[src/rtl/majority_vote_pkg.sv]
// Shared definitions for the majority-vote arbiter.
//   state_t      : FSM state encoding (IDLE=0, EVAL=1, RESP=2)
//   NREQ_DEFAULT : default number of requesters
//   ONES_CNT_W   : width of the saturating "ones" response counter
//   idw_of()     : requester-ID width for a given requester count
package majority_vote_pkg;

    typedef enum logic [1:0] {
        IDLE = 2'd0,
        EVAL = 2'd1,
        RESP = 2'd2
    } state_t;

    localparam int NREQ_DEFAULT = 4;
    localparam int ONES_CNT_W   = 8;

    // clog2 of the requester count, floored at 1 so a port width is never zero.
    function automatic int idw_of(input int n);
        return (n < 2) ? 1 : $clog2(n);
    endfunction

    localparam int IDW_DEFAULT = idw_of(NREQ_DEFAULT);

endpackage

[src/rtl/majority_vote_arbiter_detector.sv]
// PairTripleDetector_GL: gate-level 2-of-3 detector.
//   in0, in1, in2 : the three vote bits
//   y             : 1 when at least two of the inputs are 1
module PairTripleDetector_GL (
    input  logic in0,
    input  logic in1,
    input  logic in2,
    output logic y
);

    logic a01;
    logic a12;
    logic a02;

    and g_a01 (a01, in0, in1);
    and g_a12 (a12, in1, in2);
    and g_a02 (a02, in0, in2);
    or  g_y   (y, a01, a12, a02);

endmodule

[src/rtl/majority_vote_arbiter.sv]
// majority_vote_arbiter: NREQ requesters share one 2-of-3 majority evaluator.
// A round-robin grant picks one valid requester in IDLE, its vote is latched,
// evaluated in EVAL and presented in RESP until the consumer takes it.
//   clk       : clock, rising edge
//   rst_n     : asynchronous active-low reset
//   req_val   : per-requester vote valid
//   req_vote  : packed 3-bit votes, requester i at [3i+2:3i]
//   req_rdy   : per-requester accept strobe (one-hot or zero)
//   resp_val  : result valid
//   resp_rdy  : consumer takes the result
//   resp_out  : majority result
//   resp_id   : requester index owning resp_out
//   busy      : FSM not in IDLE
//   ones_cnt  : saturating count of completed responses with resp_out=1
module majority_vote_arbiter
    import majority_vote_pkg::*;
#(
    parameter  int NREQ = NREQ_DEFAULT,
    localparam int IDW  = idw_of(NREQ)
) (
    input  logic                  clk,
    input  logic                  rst_n,
    input  logic [NREQ-1:0]       req_val,
    input  logic [3*NREQ-1:0]     req_vote,
    output logic [NREQ-1:0]       req_rdy,
    output logic                  resp_val,
    input  logic                  resp_rdy,
    output logic                  resp_out,
    output logic [IDW-1:0]        resp_id,
    output logic                  busy,
    output logic [ONES_CNT_W-1:0] ones_cnt
);

    state_t                  state_reg;
    logic [IDW-1:0]          ptr_reg;
    logic [IDW-1:0]          id_reg;
    logic [2:0]              vote_reg;
    logic                    res_reg;
    logic [ONES_CNT_W-1:0]   ones_cnt_reg;

    logic [2:0]              votes [NREQ];
    logic [IDW:0]            pick;
    logic                    grant_found;
    logic [IDW-1:0]          grant_idx;
    logic                    grant_ok;
    logic [IDW-1:0]          ptr_next;
    logic                    maj;

    // Unpack the flat vote bus into per-requester 3-bit votes.
    generate
        for (genvar gi = 0; gi < NREQ; gi++) begin : g_unpack
            assign votes[gi] = req_vote[3*gi +: 3];
        end
    endgenerate

    // Round-robin search starting at ptr; returns {found, index}.
    function automatic logic [IDW:0] rr_pick(input logic [NREQ-1:0] val,
                                             input logic [IDW-1:0]  ptr);
        logic           found;
        logic [IDW-1:0] idx;
        int             j;
        found = 1'b0;
        idx   = '0;
        for (int k = 0; k < NREQ; k++) begin
            j = int'(ptr) + k;
            if (j >= NREQ) begin
                j = j - NREQ;
            end
            if (!found && val[j]) begin
                found = 1'b1;
                idx   = IDW'(j);
            end
        end
        return {found, idx};
    endfunction

    assign pick        = rr_pick(req_val, ptr_reg);
    assign grant_found = pick[IDW];
    assign grant_idx   = pick[IDW-1:0];
    // rst_n gates the strobe so nothing is offered while reset is held.
    assign grant_ok    = (state_reg == IDLE) && rst_n && grant_found;
    assign ptr_next    = (grant_idx == IDW'(NREQ - 1)) ? '0 : grant_idx + 1'b1;

    generate
        for (genvar gi = 0; gi < NREQ; gi++) begin : g_rdy
            assign req_rdy[gi] = grant_ok && (grant_idx == IDW'(gi));
        end
    endgenerate

    PairTripleDetector_GL u_detector (
        .in0 (vote_reg[0]),
        .in1 (vote_reg[1]),
        .in2 (vote_reg[2]),
        .y   (maj)
    );

    always_ff @(posedge clk or negedge rst_n) begin
        if (!rst_n) begin
            state_reg    <= IDLE;
            ptr_reg      <= '0;
            id_reg       <= '0;
            vote_reg     <= '0;
            res_reg      <= 1'b0;
            ones_cnt_reg <= '0;
        end else begin
            case (state_reg)
                IDLE: begin
                    if (grant_found) begin
                        vote_reg  <= votes[grant_idx];
                        id_reg    <= grant_idx;
                        ptr_reg   <= ptr_next;
                        state_reg <= EVAL;
                    end
                end
                EVAL: begin
                    res_reg   <= maj;
                    state_reg <= RESP;
                end
                RESP: begin
                    if (resp_rdy) begin
                        state_reg <= IDLE;
                        if (res_reg && (ones_cnt_reg != '1)) begin
                            ones_cnt_reg <= ones_cnt_reg + 1'b1;
                        end
                    end
                end
                default: state_reg <= IDLE;
            endcase
        end
    end

    // All outputs below come straight from registers or a state decode.
    assign resp_val = (state_reg == RESP);
    assign busy     = (state_reg != IDLE);
    assign resp_out = res_reg;
    assign resp_id  = id_reg;
    assign ones_cnt = ones_cnt_reg;

endmodule

[config.mk]
export PLATFORM = sky130hd
export DESIGN_NAME = majority_vote_arbiter
export DESIGN_NICKNAME = d
export VERILOG_FILES = /design/src/rtl/majority_vote_pkg.sv /design/src/rtl/majority_vote_arbiter_detector.sv /design/src/rtl/majority_vote_arbiter.sv
export SDC_FILE = /design/constraint.sdc
export NUM_CORES = 1
export LEC_CHECK = 0
export BUFFER_PORTS_ARGS = -buffer_cell sky130_fd_sc_hd__buf_2
export CAP_MARGIN = 20
export CORE_UTILIZATION = 51
export DETAILED_ROUTE_END_ITERATION = 7
export GPL_ROUTABILITY_DRIVEN = 0
export MAX_ROUTING_LAYER = met4
export PLACE_DENSITY = 0.84
export SYNTH_ARGS = -nofsm -noshare
export SYNTH_HDL_FRONTEND = slang
export SYNTH_SLANG_ARGS = --single-unit
export TNS_END_PERCENT = 20
[constraint.sdc]
create_clock -name clk -period 3.7 [get_ports clk]
set_input_delay 0 -clock clk [delete_from_list [all_inputs] [get_ports clk]]
set_output_delay 0 -clock clk [all_outputs]
set_load 0.05 [all_outputs]
---- After elaboration in Yosys (flattened, before gate mapping) ----
Cells that the tools add are included.
operators by class
  $add $sub $neg .......................... 9
  multipliers ............................. 0
  divide/modulo/power cells ............... 0
  magnitude comparators ................... 9
  equality and inequality tests ........... 8
  shifts and indexed selects .............. 0
  mux-type cells .......................... 31
  bitwise gates (word level) .............. 4
  reductions and logical operators ........ 20
operators with widths
  operator                                                                       number
  32-bit by 4-bit less-than comparator with 1-bit output, second input constant  4
  32-bit 2-to-1 mux                                                              4
  2-bit 2-to-1 mux                                                               7
  3-bit >= comparator, second input constant                                     4
  1-bit 2-to-1 mux                                                               12
  3-bit by 3-bit subtractor with 4-bit output, second input constant             3
  1-bit logical AND                                                              10
  8-bit by 1-bit adder with 8-bit output, second input constant                  1
  1-bit binary-select mux with 2-bit select                                      4
  8-bit != test, second input constant                                           1
  2-bit by 2-bit adder with 3-bit output, second input constant                  2
  3-bit binary-select mux with 2-bit select                                      1
  2-bit == test, second input constant                                           3
  3-bit 2-to-1 mux                                                               2
  2-bit one-hot mux with 3 select lines                                          1
  2-bit by 1-bit == test with 1-bit output, second input constant                2
  2-bit logical NOT                                                              2
  2-bit AND reduction                                                            2
  2-bit by 3-bit subtractor with 4-bit output, second input constant             1
  2-bit by 1-bit adder with 3-bit output, second input constant                  1
  1-bit AND                                                                      3
  2-bit by 3-bit >= comparator with 1-bit output, second input constant          1
  1-bit logical NOT                                                              3
  2-bit NOT with 3-bit output                                                    1
  other kinds (6)                                                                6
word-level totals
  flip-flop bits (word level) ............. 18
  latch bits .............................. 0
  RAM bits ................................ 0
  bits in read-only memories .............. 0
  bits of input ports ..................... 19
  output and inout bits ................... 17
  logic and storage cells ................. 87
  memories kept ........................... 0

---- Logic depth before layout (Yosys ltp) ----
  word-level depth ........................ 19
  depth in mapped cells ................... 6
  mapped depth without buffers ............ 6

---- Modules after synthesis ----
A second synthesis with hierarchy kept.
second synthesis, totals
  cells, all modules ...................... 91
  area, all modules ....................... 953.4 sq um
by module, submodules not included
  module                 times used  cells an instance  area each (sq um)  sequential area each (sq um)
  majority_vote_arbiter  1           90                 942.2              450.4
  PairTripleDetector_GL  1           1                  11.3               0.0

---- Worst setup path before layout ----
Ideal clock, no wire load.
  path type ............................... flip-flop to output port
  from .................................... reg state_reg[1]
  to ...................................... out req_rdy[1]
  arrival time ............................ 2,031 ps
  data required time ...................... 3,700 ps
  path slack .............................. 1,669 ps
  cell stages (with the launch flop) ...... 7
  buffers on the path ..................... 1
  cells stage by stage .................... dfrtp_1 -> or2_1 -> or2_1 -> buf_6 -> clkinv_2 -> nand3_1 -> nor2_1
on the way
  longest elaborated chain between the ends .. 4
RTL lines
  element                         RTL line                      source
  from (decl)                     majority_vote_arbiter.sv:34   state_t state_reg;
  from (signal assigned)          majority_vote_arbiter.sv:99   state_reg <= IDLE;
  from (signal assigned)          majority_vote_arbiter.sv:112  state_reg <= EVAL;
  from (signal assigned)          majority_vote_arbiter.sv:117  state_reg <= RESP;
  2-bit logical NOT               majority_vote_arbiter.sv:81   assign grant_ok = (state_reg == IDLE) && rst_n && grant_found;
  1-bit logical AND (2 in a row)  majority_vote_arbiter.sv:81
  1-bit logical AND               majority_vote_arbiter.sv:86   assign req_rdy[gi] = grant_ok && (grant_idx == IDW'(gi));
  to (decl)                       majority_vote_arbiter.sv:25   output logic [NREQ-1:0] req_rdy,
No other way between the ends.

---- Final worst setup path ----
  from .................................... reg ptr_reg[0]
  to ...................................... out req_rdy[3]
on the way
  longest elaborated chain between the ends .. 17
  elaborated cells between the ends (all ways) .. 44
  those cells by class .................... add/sub: 7; order compare: 4; eq/ne: 1; mux: 24; reduce/logical: 8
RTL lines
  element                                                                                               RTL line                      source
  from (decl)                                                                                           majority_vote_arbiter.sv:35   logic [IDW-1:0] ptr_reg;
  from (signal assigned)                                                                                majority_vote_arbiter.sv:111  ptr_reg <= ptr_next;
  parallel branches: the longest is 16 deep, another holds 3-bit by 3-bit subtractor with 4-bit output  --
  1-bit logical AND *                                                                                   majority_vote_arbiter.sv:86
Every way passes the cells marked *. The select of a mux whose other input is x is not followed.

==> metrics.csv <==
stage;metric;value;unit
cells_and_area;area_delta_synth_final;25.0;%
yosys;synth-edff-count;0;
routing;via_per_inst;5.25;
clocking;cts_tree;done;
worst_hold_path;hold_path.class;input pin to flip-flop;
pwr;peakVddDrop;0.482;mV
yosys;syn-num-nets;115;
global_routing;grt_pass1_wl;3290;um
floorplanning;fp.dieArea;2040;um^2
cells_and_area;drive_gt1_share;33.6;%
sta;setup_viol;0;
clocking;worstSkewPairLatency;280;ps
yosys;yosysUniqueCellTypes;31;
clocking;htreeDepth;1;
worst_setup_path;timing.rr.end;vote_reg[1];
place;dp_hpwl;1560;um
routing;detail-route-antenna-nets;0;
clocking;cts_resized;0;
status;status;complete, no violations;
worst_setup_path;end_kind;output port;
global_routing;gr-total-overflow;0;
cells_and_area;largest_register_ff_count;8;
sta;clock.fmax;478;MHz
yosys;ys_async_sr_fraction;100;%
global_routing;grt_pass1_vias;757;
worst_setup_path;critPathKind;flip-flop to output port;
cells_and_area;fin_util;68.2;%
worst_hold_path;holdCritStartpoint;req_vote[2];
clocking;clk_pin_slew;90;ps
routing;drt-total-wl;2060;um
sta;hold_viol;0;
yosys;syn_avg_cell_area;10.0;um^2
routing;drtPass1Iterations;4;
clocking;ctsHoldBuffers;2;
clocking;clock_sinks;18;
yosys;syn_area;952;um^2
floorplanning;row_count;15;
place;port_buffers;35;
cells_and_area;finalNetCount;156;
sta;finalMaxSlewViolations;0;
worst_setup_path;startpoint_type;flip-flop;
yosys;synth_ff_type;dfrtp_1;
global_routing;grt_max_degree;21;
floorplanning;core;1750;um^2
worst_setup_path;reg2reg_from;ptr_reg[0];
yosys;synth_cells;95;
clocking;cts_setup_buffers;0;
routing;vias;834;
worst_setup_path;crit_start;ptr_reg[0];
yosys;synth.area.top_cells;dfrtp_1 47%, mux2i_1 7.4%, nand2_1 5.5%;
sta;setup_ws;1610;ps
sta;fin_worst_skew;2.52;ps
yosys;yosys.area.top_type;dfrtp_1;
sta;slew_headroom;58.8;%
floorplanning;die_y;45.2;um
floorplanning;initial_core_util;54.6;%
global_routing;grt_usage;23.0;%
clocking;cts_max_path_buffers;2;
yosys;synth_top_area_share;47.3;%
cells_and_area;fill_cells;153;
place;post-place-ws;1710;ps
worst_setup_path;reg2regPathDepth;6;
global_routing;antenna_found_initial;0;
sta;rsz0062_at_grt;false;
worst_setup_path;crit_end;req_rdy[3];
job;maxCapViolCount;0;
clocking;cts_made_buffers;3;
floorplanning;die_x;45.2;um
sta;holdWs;33.9;ps
yosys;yosys_warnings;0;
yosys;yosysSeqAreaShare;47.3;%
sta;tightest_slew;615;ps
worst_setup_path;regToRegSetupSlack;1860;ps
sta;min_period_over_period;56.5;%
clocking;clockRootBuffer;clkbuf_4;
worst_setup_path;crit_path_max_fanout;6;
floorplanning;ioPinCount;36;
worst_setup_path;worst_ep_arrival_time;2090;ps
pwr;power_density;767;nW/um^2
routing;drtIter0Drc;21;
worst_setup_path;cp.required;3700;ps
routing;wl_per_cell;12.9;um
sta;finalSetupTns;0;ps
yosys;synth_seq_cells;18;
pwr;leakage;0.000620;uW
cells_and_area;n_antenna_cell;0;
sta;min_period;2090;ps
routing;drc;0;
==> through the flow <==
step | area (um^2) | total power [uW] | instances
after floorplan | 952 | 720 | 95
after global placement | 1140 | 799 | 153
after detailed placement | 1140 | 814 | 153
after CTS | 1180 | 911 | 158
after global routing | 1190 | 971 | 159
final | 1190 | 913 | 159
==> cell type report <==
cell class | count | area [um^2] | area share (%)
multi-input cells | 70 | 463 | 38.9
inverters | 5 | 20.0 | 1.68
flip-flops and latches | 18 | 450 | 37.9
clock buffers | 3 | 22.5 | 1.89
repair buffers | 38 | 203 | 17.0
well taps | 25 | 31.3 | 2.63
==> power breakdown <==
part / internal (uW) / switching [uW]
registers: 265 / 57.0
clock network: 37.7 / 55.9
logic: 156 / 342
==> worst min-delay path by stage <==
stage,cells after the start,slack (ps),end
6_report,3,30,vote_reg[2]
5_1_grt,3,40,vote_reg[2]
4_1_cts,3,30,vote_reg[2]
3_5_place_dp,1,-40,ones_cnt[7]
3_3_place_gp,1,-40,ones_cnt[0]
2_1_floorplan,0,-300,ones_cnt[0]
==> synthesized netlist by cell type (2+ instances only) <==
library cell,number
a21oi_1,4
dfrtp_1,18
inv_1,2
inv_2,2
mux2i_1,7
nand2_1,14
nand2b_1,2
nand3_1,5
nand3b_1,2
nand4_1,2
nor2_1,6
nor3_1,2
o21ai_1,2
o221ai_1,3
or2_1,2
xnor2_1,5
xor2_1,3
==> worst max-delay path: stages (launching register included) <==
cell	delay (ps)
dfrtp_1	390
inv_1	80
a21oi_1	130
a2bb2oi_1	530
buf_4	270
inv_2	50
nor2_1	90
buf_2	270
==> cells in the final DEF (no fill, tap or decap) <==
cell type,count
nor3_1,2
nor3b_1,1
buf_2,35
nand2_1,14
clkbuf_4,3
inv_2,2
nor2_1,6
mux2i_1,7
buf_4,1
or2_1,2
nand4_1,2
nand2_2,1
o31ai_1,1
nand3b_1,2
inv_1,2
xnor2_1,5
a2bb2oi_1,1
o21ai_0,1
xor2_1,3
nand2b_1,2
a21boi_1,1
a211oi_4,1
clkinv_2,1
nand3_1,5
o221ai_1,3
ha_1,1
a21oi_1,4
dfrtp_1,18
nor4_1,1
o2111ai_2,1
and2b_1,1
o21ai_1,2
dlygate4sd3_1,2
==> cell families (layout without fill, tap and decap cells) <==
family                     count (synthesis)  count (layout)  synth area share (%)
and+or+nand+nor                           39              39                  20.0
DFF                                       18              18                  47.3
AOI/OAI and AO/OA                         15              15                  12.6
xor gates and xnor gates                   8               8                  7.36
muxes                                      7               7                  7.36
buffers and inverters                      7              46                  4.07
adders and majority gates                  1               1                  1.31
==> layer usage <==
layer  GRT usage [%]  wire length [um]  vias up  share of wire, %
met5               -                 0        -                 0
met4            10.3                27        0               1.3
met3            3.60                65        4               3.2
met2            34.2              1030       20                50
met1            31.0               936      397                45
li1                -                 -      413                 -
No activity file was read; power rests on OpenSTA's default activity.
